--- src/rtl/sr_readback_packer.sv ---
// ---------------------------------------------------------------------------
// sr_readback_packer
//
// Drains the 36-bit readback FIFO filled by the shift-register configuration
// block and frames each shift frame into a packet of 32-bit words on a
// valid/ready stream:
//   header  {8'hA5, seq, N, 8'h00}
//   N payload words (fifo_q[31:0]; zero-padded after a timeout)
//   trailer {8'h5A, seq, 14'h0, timeout, mismatch}  (only with the macro below)
//
// Optional feature macro: SR_PACKER_TRAILER_EN
//   defined   : trailer word present, m_last on the trailer
//   undefined : no trailer, m_last on the final payload word
//
// Ports:
//   clk         single clock (also the FIFO read clock)
//   rst_n       synchronous active-low reset
//   fifo_empty  readback FIFO empty flag
//   fifo_q      FIFO data: [31:0] payload, [35] last-word-of-frame flag
//   fifo_rd_en  FIFO pop strobe (one-cycle read latency assumed)
//   m_data      packet word
//   m_valid     m_data valid
//   m_ready     host accepts the word when m_valid && m_ready
//   m_last      final word of the packet
//   busy        high whenever the FSM is not idle
//   err_sticky  bit0 last-flag mismatch seen, bit1 timeout seen (sticky)
//   clr_err     one-cycle pulse clearing err_sticky
// ---------------------------------------------------------------------------
module sr_readback_packer #(
    parameter int WIDTH      = 50,
    parameter int FIFO_WIDTH = 36,
    parameter int SEQ_WIDTH  = 8,
    parameter int TIMEOUT    = 255
) (
    input  logic                  clk,
    input  logic                  rst_n,
    input  logic                  fifo_empty,
    input  logic [FIFO_WIDTH-1:0] fifo_q,
    output logic                  fifo_rd_en,
    output logic [31:0]           m_data,
    output logic                  m_valid,
    input  logic                  m_ready,
    output logic                  m_last,
    output logic                  busy,
    output logic [1:0]            err_sticky,
    input  logic                  clr_err
);

    localparam int N     = (WIDTH + 31) / 32;
    localparam int IDX_W = (N > 1) ? $clog2(N) : 1;
    localparam logic [IDX_W-1:0] LAST_IDX = IDX_W'(N - 1);
    localparam logic [7:0]       N_BYTE   = 8'(N);
    localparam logic [7:0]       TO_LAST  = 8'(TIMEOUT - 1);

    typedef enum logic [2:0] {
        IDLE,
        HEAD,
        POP,
        CAPT,
        SEND,
        TRAIL
    } state_t;

    state_t               state;
    state_t               state_nxt;
    logic [SEQ_WIDTH-1:0] seq;
    logic [IDX_W-1:0]     idx;
    logic [7:0]           to_cnt;
    logic                 frame_to;
    logic                 frame_mm;
    logic [7:0]           seq_byte;
    logic                 last_word;
    logic                 pkt_done;
    logic                 unused_fifo_bits;

    assign seq_byte         = 8'(seq);
    assign last_word        = (idx == LAST_IDX);
    assign unused_fifo_bits = ^fifo_q[34:32];

    // The packet is complete when its final word is accepted: the trailer
    // when present, otherwise the last payload word.
`ifdef SR_PACKER_TRAILER_EN
    assign pkt_done = (state == TRAIL) && m_ready;
`else
    assign pkt_done = (state == SEND) && m_ready && last_word;
`endif

    // State register.
    always_ff @(posedge clk) begin
        if (!rst_n) begin
            state <= IDLE;
        end else begin
            state <= state_nxt;
        end
    end

    // Next-state logic. Frame boundaries come from the word counter only;
    // bit 35 of the FIFO word is checked but never used to resynchronise.
    // Once a timeout is flagged, POP goes straight to SEND with a padded word.
    always_comb begin
        state_nxt = state;
        case (state)
            IDLE: begin
                if (!fifo_empty) begin
                    state_nxt = HEAD;
                end
            end
            HEAD: begin
                if (m_ready) begin
                    state_nxt = POP;
                end
            end
            POP: begin
                if (frame_to) begin
                    state_nxt = SEND;
                end else if (!fifo_empty) begin
                    state_nxt = CAPT;
                end else if (to_cnt == TO_LAST) begin
                    state_nxt = SEND;
                end
            end
            CAPT: begin
                state_nxt = SEND;
            end
            SEND: begin
                if (m_ready) begin
                    if (last_word) begin
`ifdef SR_PACKER_TRAILER_EN
                        state_nxt = TRAIL;
`else
                        state_nxt = IDLE;
`endif
                    end else begin
                        state_nxt = POP;
                    end
                end
            end
            TRAIL: begin
                if (m_ready) begin
                    state_nxt = IDLE;
                end
            end
            default: begin
                state_nxt = IDLE;
            end
        endcase
    end

    // Outputs decoded from state. The pop strobe also looks at fifo_empty so
    // it can never fire on an empty FIFO, and it is suppressed after a
    // timeout so the rest of the frame is padded without touching the FIFO.
    always_comb begin
        fifo_rd_en = 1'b0;
        m_valid    = 1'b0;
        m_last     = 1'b0;
        busy       = (state != IDLE);
        case (state)
            POP: begin
                fifo_rd_en = !fifo_empty && !frame_to;
            end
            HEAD: begin
                m_valid = 1'b1;
            end
            SEND: begin
                m_valid = 1'b1;
`ifndef SR_PACKER_TRAILER_EN
                m_last  = last_word;
`endif
            end
            TRAIL: begin
                m_valid = 1'b1;
                m_last  = 1'b1;
            end
            default: begin
                m_valid = 1'b0;
            end
        endcase
    end

    // Datapath: output word register, word index, timeout counter, per-frame
    // error bits, sequence number and sticky errors. m_data only changes in
    // states where m_valid is low or on the accepting edge, so it is stable
    // during stalls. A clr_err pulse on the packet-completing edge clears the
    // old sticky bits but keeps the bits this frame raises.
    always_ff @(posedge clk) begin
        if (!rst_n) begin
            m_data     <= '0;
            seq        <= '0;
            idx        <= '0;
            to_cnt     <= '0;
            frame_to   <= 1'b0;
            frame_mm   <= 1'b0;
            err_sticky <= '0;
        end else begin
            if (pkt_done) begin
                seq        <= seq + 1'b1;
                err_sticky <= (clr_err ? 2'b00 : err_sticky) | {frame_to, frame_mm};
            end else if (clr_err) begin
                err_sticky <= '0;
            end

            case (state)
                IDLE: begin
                    if (!fifo_empty) begin
                        m_data   <= {8'hA5, seq_byte, N_BYTE, 8'h00};
                        idx      <= '0;
                        to_cnt   <= '0;
                        frame_to <= 1'b0;
                        frame_mm <= 1'b0;
                    end
                end
                POP: begin
                    if (frame_to) begin
                        m_data <= '0;
                    end else if (!fifo_empty) begin
                        to_cnt <= '0;
                    end else if (to_cnt == TO_LAST) begin
                        frame_to <= 1'b1;
                        to_cnt   <= '0;
                        m_data   <= '0;
                    end else begin
                        to_cnt <= to_cnt + 8'd1;
                    end
                end
                CAPT: begin
                    m_data <= fifo_q[31:0];
                    if (fifo_q[35] != last_word) begin
                        frame_mm <= 1'b1;
                    end
                end
                SEND: begin
                    if (m_ready) begin
                        idx <= idx + 1'b1;
`ifdef SR_PACKER_TRAILER_EN
                        if (last_word) begin
                            m_data <= {8'h5A, seq_byte, 14'h0, frame_to, frame_mm};
                        end
`endif
                    end
                end
                default: begin
                    idx <= idx;
                end
            endcase
        end
    end

endmodule
--- config.mk ---
export PLATFORM = sky130hd
export DESIGN_NAME = sr_readback_packer
export DESIGN_NICKNAME = d
export VERILOG_FILES = /design/src/rtl/sr_readback_packer.sv
export SDC_FILE = /design/constraint.sdc
export NUM_CORES = 1
export LEC_CHECK = 0
export ABC_CLOCK_PERIOD_IN_PS = 2320
export CAP_MARGIN = 20
export CORE_MARGIN = 3
export CORE_UTILIZATION = 40
export DETAILED_ROUTE_END_ITERATION = 8
export PLACE_DENSITY = 0.82
export RECOVER_POWER = 50
export REMOVE_ABC_BUFFERS = 1
export SLEW_MARGIN = 20
export SYNTH_ARGS = -nofsm -noshare
export SYNTH_HDL_FRONTEND = slang
export SYNTH_SLANG_ARGS = --single-unit
--- constraint.sdc ---
create_clock -name clk -period 2.32 [get_ports clk]
set_input_delay 0.58 -clock clk [delete_from_list [all_inputs] [get_ports clk]]
set_output_delay 0.58 -clock clk [all_outputs]
set_load 0.02 [all_outputs]
Yosys cells after proc, flatten, opt, wreduce, memory -nomap -nowiden
Index checks and enable logic that the tools add are counted.
Widths: inputs -> output; s select.
{"block": "classes", "n_mux": 33, "n_reduce_logical": 18, "add_sub_neg": 3, "n_eq_ne": 16, "bitwise_logic": 1}
{"op": "$mux 32", "count": 4}
{"op": "$pmux 32 s3", "count": 1}
{"op": "$mux 8", "count": 4}
{"op": "$mux 3", "count": 7}
{"op": "$pmux 3 s6", "count": 1}
{"op": "$add 8x1->8 const B", "count": 2}
{"op": "$pmux 8 s2", "count": 1}
{"op": "$ne 2x2->1 const B", "count": 6}
{"op": "$reduce_and 3->1", "count": 3}
{"op": "$eq 8x8->1 const B", "count": 1}
{"op": "$mux 1", "count": 8}
{"op": "$pmux 1 s2", "count": 4}
{"op": "$eq 3x2->1 const B", "count": 2}
{"op": "$eq 3x3->1 const B", "count": 2}
{"op": "$mux 2", "count": 3}
{"op": "$ne 3x3->1 const B", "count": 2}
{"op": "$reduce_bool 2->1", "count": 3}
{"op": "$reduce_bool 3->1", "count": 2}
{"op": "$reduce_and 5->1", "count": 1}
{"op": "$ne 4x4->1 const B", "count": 1}
{"op": "$reduce_and 4->1", "count": 1}
{"op": "$eq 3x1->1 const B", "count": 1}
{"op": "$logic_and 1x1->1", "count": 3}
{"op": "$logic_not 3->1", "count": 1}
{"op": "other kinds (6)", "count": 7}
{"block": "word_totals", "reg_bits": 56, "output_inout_bits": 38, "word_cells": 79, "input_bits": 41}

Longest topological paths before layout
Gate-level depths: netlist (run 1).
{"block": "depth", "ltp_word": 5, "depth_mapped": 8, "mapped_depth_nobuf": 6}

Worst setup path before layout (run 1)
No wires, ideal clock.
{"block": "synth_path", "kind": "reg-to-output", "from": "register state[0]", "to": "output port m_last", "t_required_ns": 1.740, "stages_incl_launch_ff": 5, "path_buffers": 2, "arrival_ns": 1.328, "path_slack_ns": 0.412, "cell_sequence": "dfxtp_1 -> clkbuf_1 -> buf_1 -> nor2_1 -> nor2b_1"}
{"block": "synth_between", "elab_chain_len": 2, "elab_cells_between_ends": 3, "cone_classes": "eq/ne: 2; mux: 1"}
{"item": "start, declared", "line_no": "64", "source": "state_t state;"}
{"item": "start signal, assigned", "line_no": "93", "source": "state <= state_nxt;"}
{"item": "$eq 3x3->1", "line_no": "157", "source": "case (state)"}
{"item": "$pmux 1 s2 *", "line_no": "157"}
{"item": "end, declared", "line_no": "43", "source": "output logic m_last,"}
Every way passes the cells marked *; elsewhere a longest branch is shown, timed or not.

Worst setup path after layout (run 1)
{"block": "layout_path", "from": "register state[2]", "to": "output port m_last"}
The elaborated chain is that of the path after synthesis.

==> impl_metrics.ini, run 1 <==
[outcome]
outcome = finished, final reports clean

[timing]
clock.fmax_ghz = 0.4513
finalSetupViolations = 0
fin_crit_sh = 0.9551
setup_slack_ps = 104.1
min_period_ps = 2216
worstMarginPinSlew_ps = 708.5
maxSlewViolCount = 0
setup_tns_ps = 0
whs_ps = 481.6
max_slew_margin = 0.5276
clock_skew_ps = 8.792
rsz0062_at_grt = false
final_hold_viol_count = 0

[routing]
post_drt_wl_per_cell_um = 14.46
vias = 2248
vias_per_cell = 5.430
drt-pass1-iter-count = 4
routed_wl_um = 5987
drc = 0
drtIter0Drc = 176
ant_nets = 0

[clock_network]
cts.sinks = 56
cts_buffers = 5
ctsHoldBuffers = 0
tritoncts = yes
clkTransAtPathRegs_ps = 110
clock_latency_ps = 320
cts.path.max_buffers = 2
cts_root_buf = clkbuf_8
htree_num_levels = 2

[power]
pwr-share-seq = 0.522
pwr-share-clk = 0.284
intPower_mw = 1.395
power_switching_share = 0.2835
peakVddDrop_mv = 0.3297
p_per_area_mw_per_mm2 = 568.0
p_leak_nw = 1.341
p_switching_uw = 552.1
comb_power_share = 0.194

[setup_path]
worstPathMaxFanout = 12
cp.required_ps = 1740
crit_type = flip-flop to output pin
crit_path_start_kind = flip-flop
cp.arrival_ps = 1640
critPathCaptureType = output pin

[global_route]
track_usage = 0.1653
grt_util_met1 = 0.2223
gr-max-usage-layer = met2
first_global_vias = 2044
antenna_found_initial = 0
grt.overflow.total = 0
use_met3 = 0.03435
grt_use_met2 = 0.2598
grt_max_degree = 33
grt_pass1_wl_um = 9680

[logic_synthesis]
avgSynthCellArea_sq_um = 9.560
yosysWarnings = 0
async_flop_share = 0
synth_cell_type_count = 48
synth_top_family_by_area = compound AO/OA/AOI/OAI gates
synth_seq_cells = 56
synthSimpleGateAreaFrac = 0.1804
synth_edf_count = 0
syn_inst = 259
synth_ff_type = dfxtp_1
seq_area_frac_synth = 0.4528
syn_area_sq_mm = 0.002476
synthAdderAreaFrac = 0.01516
synthXorXnorAreaFrac = 0.04952
synth-compound-area-share = 0.2577
synth_mux_area_frac = 0.004042

[floorplan]
start_util = 0.4158
row_count = 28
die-area_sq_mm = 0.007171
die_w_um = 84.68
coreArea_sq_mm = 0.005956
die_y_um = 84.68
ios = 79

[place]
place_ws_ps = -173.4
place.gp.congestion = 0.8088
place_inst = 406
hpwl_um = 4134
portBuffers = 75

[worst_hold_path]
hold_path.class = flip-flop to flip-flop

[layout]
nets = 382
layout_common_cells = dfxtp_1 (56), clkdlybuf4s50_1 (44), dlygate4sd3_1 (27)
n_antenna_cell = 0
syn_to_final_growth_pct = 38.45
fin_util = 0.5756
final_common_cell = dfxtp_1
final_cells = 414
drive_above_1_share = 0.1150

[flow_run]
max_cap_violations = 0
[cell usage after synthesis (2+ instances only)]
master	n	area, sq um
inv_1	3	11.26
nor2_1	22	82.58
a22o_1	9	78.83
a311oi_1	14	122.6
buf_1	2	7.510
o31ai_1	2	15.01
nand4_1	4	25.02
nand2_1	9	33.78
a31oi_1	9	56.30
buf_6	2	22.52
ha_1	3	37.54
and3_1	4	25.02
clkbuf_1	12	45.04
nand3_1	6	30.03
a21oi_1	24	120.1
nor3_1	2	10.01
nor2b_1	15	93.84
or2_2	3	18.77
buf_2	2	10.01
nor4_1	3	18.77
xor2_1	7	61.31
a22o_2	10	100.1
dfxtp_1	56	1121
a21boi_0	5	37.54
xnor2_1	7	61.31
and4_1	2	17.52
[cells by family after synthesis]
family,Yosys count
buf+inv,22
fa+ha+maj,3
xor+xnor,14
compound gates,84
simple gates,79
flops,56
mux,1
[power groups by stage]
stage          registers (mW)  clock network (mW)  logic (mW)
3_3_place_gp             1.04                   0       0.388
5_1_grt                  1.02               0.599       0.409
6_report                 1.02               0.553       0.378
3_5_place_dp             1.04                   0       0.393
4_1_cts                  1.02               0.566       0.392
2_1_floorplan            1.09                   0       0.143
[metrics by stage]
stage	instance area (sq um)	total power, mW
6_report	3428	1.947
5_1_grt	3428	2.031
4_1_cts	3452	1.976
3_5_place_dp	3361	1.433
3_3_place_gp	3361	1.426
2_1_floorplan	2391	1.229
[layout make-up]
| class | count | area (sq um) |
|---|---|---|
| repair buffers | 90 | 859.6 |
| clock inverters | 3 | 23.77 |
| clock buffers | 5 | 68.82 |
| flip-flops and latches | 56 | 1121 |
| fillers | 529 | 2527 |
| well taps | 75 | 93.84 |
| multi-input cells | 181 | 1246 |
| inverters | 4 | 15.01 |
[routing by layer]
layer / vias up / wire [um]
li1: 1126 / -
met2: 80 / 2786
met4: 0 / 74
met5: - / 0
met1: 1034 / 2750
met3: 8 / 375
[critical path, stage by stage (launching register included)]
cell and delay (ps):
dfxtp_1 350, buf_4 200, nor2b_1 240, nor2b_1 180
dlygate4sd2_1 360
[sequential cells by signal (all words and copies together) (netlist names)]
register and flops:
err_sticky 2, frame_mm 1, frame_to 1, idx 1
m_data 32, seq 8, state 3, to_cnt 8
[final timing paths]
| kind | startpoint | end | slack (ps) | cells after the start |
|---|---|---|---|---|
| max | state[2]$_SDFFE_PN0P_ | m_last | 100 | 4 |
| min | m_data[5]$_SDFFE_PN0P_ | m_data[5]$_SDFFE_PN0P_ | 480 | 1 |
| max reg2reg | state[1]$_SDFFE_PN0P_ | m_data[12]$_SDFFE_PN0P_ | 470 | 4 |
| min reg2reg | m_data[5]$_SDFFE_PN0P_ | m_data[5]$_SDFFE_PN0P_ | 480 | 1 |
[repair_timing]
| action | CTS | global route |
|---|---|---|
| endpoints found under the setup margin | 4 | 1 |
| setup buffers | 0 | 0 |
| resized for setup | 5 | 2 |
Note: power is estimated with default switching activity, not from simulation.
==> run 2: changes to the inputs <==
PLACE_DENSITY = 0.74   (was 0.82)
==> run 2 against run 1 <==
Net effect:
- die area is the same
- final cell count grew 1.9%
- sequential cell count stayed put
- clock power down 3%
- clock skew decreased by 3.6 ps
- largest cell class unchanged
==> impl_metrics.ini, run 2 (synthesis results as in run 1) <==
[routing]
vias = 2295
post_drt_wl_per_cell_um = 14.04
drc = 0
routed_wl_um = 5926
ant_nets = 0
drtIter0Drc = 133
vias_per_cell = 5.438
drt-pass1-iter-count = 4

[place]
portBuffers = 75
hpwl_um = 4191
place.gp.congestion = 0.8098
placed_cell_area_sq_mm = 0.003446
place_inst = 414

[timing]
finalSetupViolations = 0
rsz0062_at_grt = false
final_hold_viol_count = 0
max_slew_margin = 0.4911
setup_tns_ps = 0
clock.fmax_ghz = 0.4529
clock_skew_ps = 5.224
fin_crit_sh = 0.9516
worstMarginPinSlew_ps = 763.3
maxSlewViolCount = 0
min_period_ps = 2208

[setup_path]
reg2reg_slack_ps = 430
crit_type = flip-flop to output pin
critPathCaptureType = output pin
worstPathCellList = or4b_4, nor2_1, clkdlybuf4s15_1
rr_worst_depth = 7
crit_path_start_kind = flip-flop
crit_path_max_incr_delay_ps = 550
r2r-end = m_data[11]$_SDFFE_PN0P_
cp.arrival_ps = 1630
worstPathMaxFanout = 6
cp.required_ps = 1740
critPathSlowestCell = or4b_4
reg2reg_from = state[0]$_SDFFE_PN0P_

[worst_hold_path]
hold_depth = 1
hold_path.class = flip-flop to flip-flop
worstHoldEndpoint = m_data[28]$_SDFFE_PN0P_
hold_start = m_data[28]$_SDFFE_PN0P_

[floorplan]
ios = 79
start_util = 0.4158
die_w_um = 84.68
row_count = 28
coreArea_sq_mm = 0.005956
die-area_sq_mm = 0.007171
die_y_um = 84.68

[layout]
syn_to_final_growth_pct = 42.09
drive_above_1_share = 0.1326
final_cells = 422
layout_common_cells = dfxtp_1 (56), clkdlybuf4s50_1 (42), dlygate4sd3_1 (29)
finalInstanceArea_sq_mm = 0.003518
n_antenna_cell = 0
nets = 390
largest_reg_flops = 32
fin_util = 0.5908
final_common_cell = dfxtp_1
reg.largest.list = m_data (32), seq (8), to_cnt (8)
largest_register = m_data

[clock_network]
cts.path.max_buffers = 2
clock_latency_ps = 300
post-cts-setup-buffers = 0
tritoncts = yes
cts.sinks = 56
clkTransAtPathRegs_ps = 100
ctsHoldBuffers = 0
cts_root_buf = clkbuf_8
htree_num_levels = 2
cts_buffers = 5

[global_route]
grt_pass1_wl_um = 9880
grt_max_degree = 28
first_global_vias = 2071
antenna_found_initial = 0
grt.overflow.total = 0
track_usage = 0.1650

[flow_run]
max_cap_violations = 0

[power]
peakVddDrop_mv = 0.2832
report.power.total_mw = 1.962
p_per_area_mw_per_mm2 = 557.7
p_leak_nw = 1.402

[outcome]
outcome = finished, final reports clean
## run 2: routing by layer
layer	vias up	global-route usage	share of wire
li1	1143	-	-
met1	1081	0.2370	0.47
met2	67	0.2562	0.48
met3	4	0.02650	0.048
met4	0	0.04604	0.0076
met5	-	0	0
## run 2: metrics by stage
stage	worst slack, ps	hold WS, ps
5_1_grt	11.07	495.0
3_3_place_gp	-137.8	455.3
3_5_place_dp	-137.4	454.4
6_report	112.2	473.6
2_1_floorplan	59.05	453.8
4_1_cts	12.22	488.9
## run 2: layout make-up
type	count	area, sq um
Multi-Input combinational cell	181	1246
Tap cell	75	93.84
Fill cell	543	2437
Clock buffer	5	68.82
Timing Repair Buffer	98	949.7
Inverter	4	15.01
Clock inverter	3	23.77
Sequential cell	56	1121
## run 2: critical path: cells and delay by family (launching register included)
family,cells,cell delay (ps)
simple gates,2,650
buf+inv,1,310
flops,1,360
## run 2: power by group
part	leakage, nW	switching [mW]	internal, mW	total, mW
clock	0.0404	0.322	0.215	0.537
combinational	0.907	0.199	0.210	0.409
sequential	0.455	0.0187	0.998	1.02
total	1.40	0.540	1.42	1.96
## run 2: worst max path at each step
stage / to / from / slack [ps] / cells past startpoint
floorplan: m_data[10]$_SDFFE_PN0P_ / state[0]$_SDFFE_PN0P_ / 60 / 4
global placement: m_data[15]$_SDFFE_PN0P_ / fifo_empty / -140 / 7
detailed placement: m_data[11]$_SDFFE_PN0P_ / fifo_empty / -140 / 7
CTS: busy / state[1]$_SDFFE_PN0P_ / 10 / 3
global route: fifo_rd_en / state[2]$_SDFFE_PN0P_ / 10 / 3
finish: fifo_rd_en / state[2]$_SDFFE_PN0P_ / 110 / 3
## run 2: repair_timing
item,4_1_cts,5_1_grt
setup endpoints to repair,3,2
resized for setup,3,2
pin swaps,0,0
==> run 3: changes to the inputs <==
ABC_AREA = 1   (was default)
PLACE_DENSITY = 0.72   (was 0.74)
==> run 3 against run 2 <==
Net effect:
- first-iteration DRC count is 24% lower
- non-clock buffer count is 13 lower
- core utilization is 3.4 points lower
- clock skew is 4.3 ps higher
- area after synthesis is 15% higher
- fmax is 0.48% higher
- sequential cell count stayed put
- setup slack better by 10 ps
- largest power group is now combinational logic
==> impl_metrics.ini, run 3 <==
[clock_network]
cts.path.max_buffers = 2
htree_num_levels = 2
cts_root_buf = clkbuf_8
clkTransAtPathRegs_ps = 90
clock_latency_ps = 310
tritoncts = yes
ctsHoldBuffers = 0
post_cts_resized = 2
cts.sinks = 56
post-cts-setup-buffers = 0
cts_buffers = 5

[layout]
syn_to_final_growth_pct = 33.55
drive_above_1_share = 0.05657
final_cells = 591
nFillCells = 672
finalInstanceArea_sq_mm = 0.003805
nets = 538
n_antenna_cell = 0
final_common_cell = nand2_1
largest_register = m_data
reg.largest.list = m_data (32), seq (8), to_cnt (8)
largest_reg_flops = 32
layout_common_cells = nand2_1 (120), clkdlybuf4s50_1 (71), nor2_1 (60)

[logic_synthesis]
avgSynthCellArea_sq_um = 6.735
synth.most_common_cell = nand2_1
syn_inst = 423
syn_area_sq_mm = 0.002849
synth_top_area_cell = dfxtp_1
synthTopCellsByCount = nand2_1 (117), nor2_1 (58), dfxtp_1 (56)
synth_cell_type_count = 31
synth_edf_count = 0
synth.area.top_cells = dfxtp_1 (39%), nand2_1 (15%), a21oi_1 (9.5%)
async_flop_share = 0
seq_area_frac_synth = 0.3935
synth_ff_type = dfxtp_1
synth_top_area_frac = 0.3935
yosysWarnings = 0
synth_seq_cells = 56

[timing]
max_slew_margin = 0.4443
maxSlewViolCount = 0
worstMarginPinSlew_ps = 832.6
clock_skew_ps = 9.519
finalSetupViolations = 0
fin_crit_sh = 0.9471
final_hold_viol_count = 0
clock.fmax_ghz = 0.4551
rsz0062_at_grt = false
min_period_ps = 2197

[floorplan]
die_w_um = 90.40
die_y_um = 90.40
coreArea_sq_mm = 0.006832
die-area_sq_mm = 0.008171
ios = 79
row_count = 30
start_util = 0.4170

[setup_path]
cp.required_ps = 1740
crit_path_max_incr_delay_ps = 420
critPathCaptureType = output pin
path_buf_inv = 3
crit_path_start_kind = input port
worstPathMaxFanout = 2
critPathSlowestCell = clkdlybuf4s50_1
cp.arrival_ps = 1620
crit_type = input port to output pin
worstPathCellList = clkdlybuf4s50_1, nor2_1, nand2_2, inv_1, dlygate4sd2_1
crit_family = buffers and inverters
cp-startpoint = fifo_empty
reg2reg_from = state[2]$_SDFFE_PN0P_

[place]
place.gp.congestion = 0.8504
place_inst = 583
placed_cell_area_sq_mm = 0.003719
hpwl_um = 4810
portBuffers = 75

[worst_hold_path]
hold_path.class = flip-flop to flip-flop
hold_start = m_data[23]$_SDFFE_PN0P_

[power]
p_leak_nw = 1.608
peakVddDrop_mv = 0.8026
p_per_area_mw_per_mm2 = 1256
report.power.total_mw = 4.781

[outcome]
outcome = finished, final reports clean

[global_route]
grt_max_degree = 65
grt_pass1_wl_um = 11690
track_usage = 0.1689
antenna_found_initial = 0
first_global_vias = 2626
grt.overflow.total = 0

[routing]
routed_wl_um = 6951
post_drt_wl_per_cell_um = 11.76
drtIter0Drc = 101
vias = 2878
ant_nets = 0
drc = 0
vias_per_cell = 4.870
drt-pass1-iter-count = 4

[flow_run]
max_cap_violations = 0
==> run 3: cell count changes in the layout (fill, tap and decap cells not counted), moves of 24 or more <==
cell	delta
a21oi_1	+30
nand2_1	+111
nor2_1	+38
clkdlybuf4s50_1	+29
dlygate4sd3_1	-28
inv_1	+24
nand3_1	+27
==> run 3: cell families after synthesis <==
logic type | synth area share
and+or+nand+nor | 0.3759
adders and majority gates | 0.01318
DFF | 0.3935
xor gates and xnor gates | 0.003075
AOI/OAI and AO/OA | 0.1304
buffers and inverters | 0.08388
==> run 3: worst paths after layout <==
path | end | slack, ps | cells past startpoint
worst max-delay path | fifo_rd_en | 120 | 5
worst min-delay path | m_data[23]$_SDFFE_PN0P_ | 490 | 2
worst min register to register | m_data[23]$_SDFFE_PN0P_ | 490 | 2
worst max register to register | m_data[7]$_SDFFE_PN0P_ | 310 | 11
==> run 3: layout make-up <==
type	instances	area, sq um	area share
clock buffer	6	82.58	0.02170
clock inverter	2	38.79	0.01019
inverter	30	112.6	0.02960
multi-input combinational	316	1471	0.3867
sequential	56	1122	0.2950
tap	96	120.1	0.03157
timing repair buffer	85	857.1	0.2253
==> run 3: layer usage <==
layer	share of wire	track usage	up-vias
met5	0	0	-
met4	0.0082	0.03954	0
met3	0.048	0.04083	6
met2	0.45	0.2688	77
met1	0.50	0.2314	1283
li1	-	-	1512
==> run 3: worst min-delay path: cells and delay by family (launching register included) <==
family / cells / cell delay (ps)
AOI/OAI and AO/OA: 1 / 40
DFF: 1 / 340
and+or+nand+nor: 1 / 80
==> run 3: per-stage QoR <==
step	setup TNS (ps)	setup slack [ps]	hold WS, ps	util
4_1_cts	0	0.7714	495.0	0.5621
6_report	0	122.7	489.3	0.5570
3_5_place_dp	-156.9	-156.9	468.6	0.5443
3_3_place_gp	-147.9	-147.9	457.1	0.5443
5_1_grt	0	13.71	506.4	0.5570
2_1_floorplan	0	376.6	443.2	-
==> run 3: power breakdown <==
| group | total, mW | leakage [nW] | internal (mW) | switching (mW) |
|---|---|---|---|---|
| combinational | 2.66 | 1.09 | 1.14 | 1.52 |
| sequential | 1.45 | 0.459 | 1.27 | 0.175 |
| clock | 0.673 | 0.0614 | 0.354 | 0.320 |
| total | 4.78 | 1.61 | 2.77 | 2.01 |
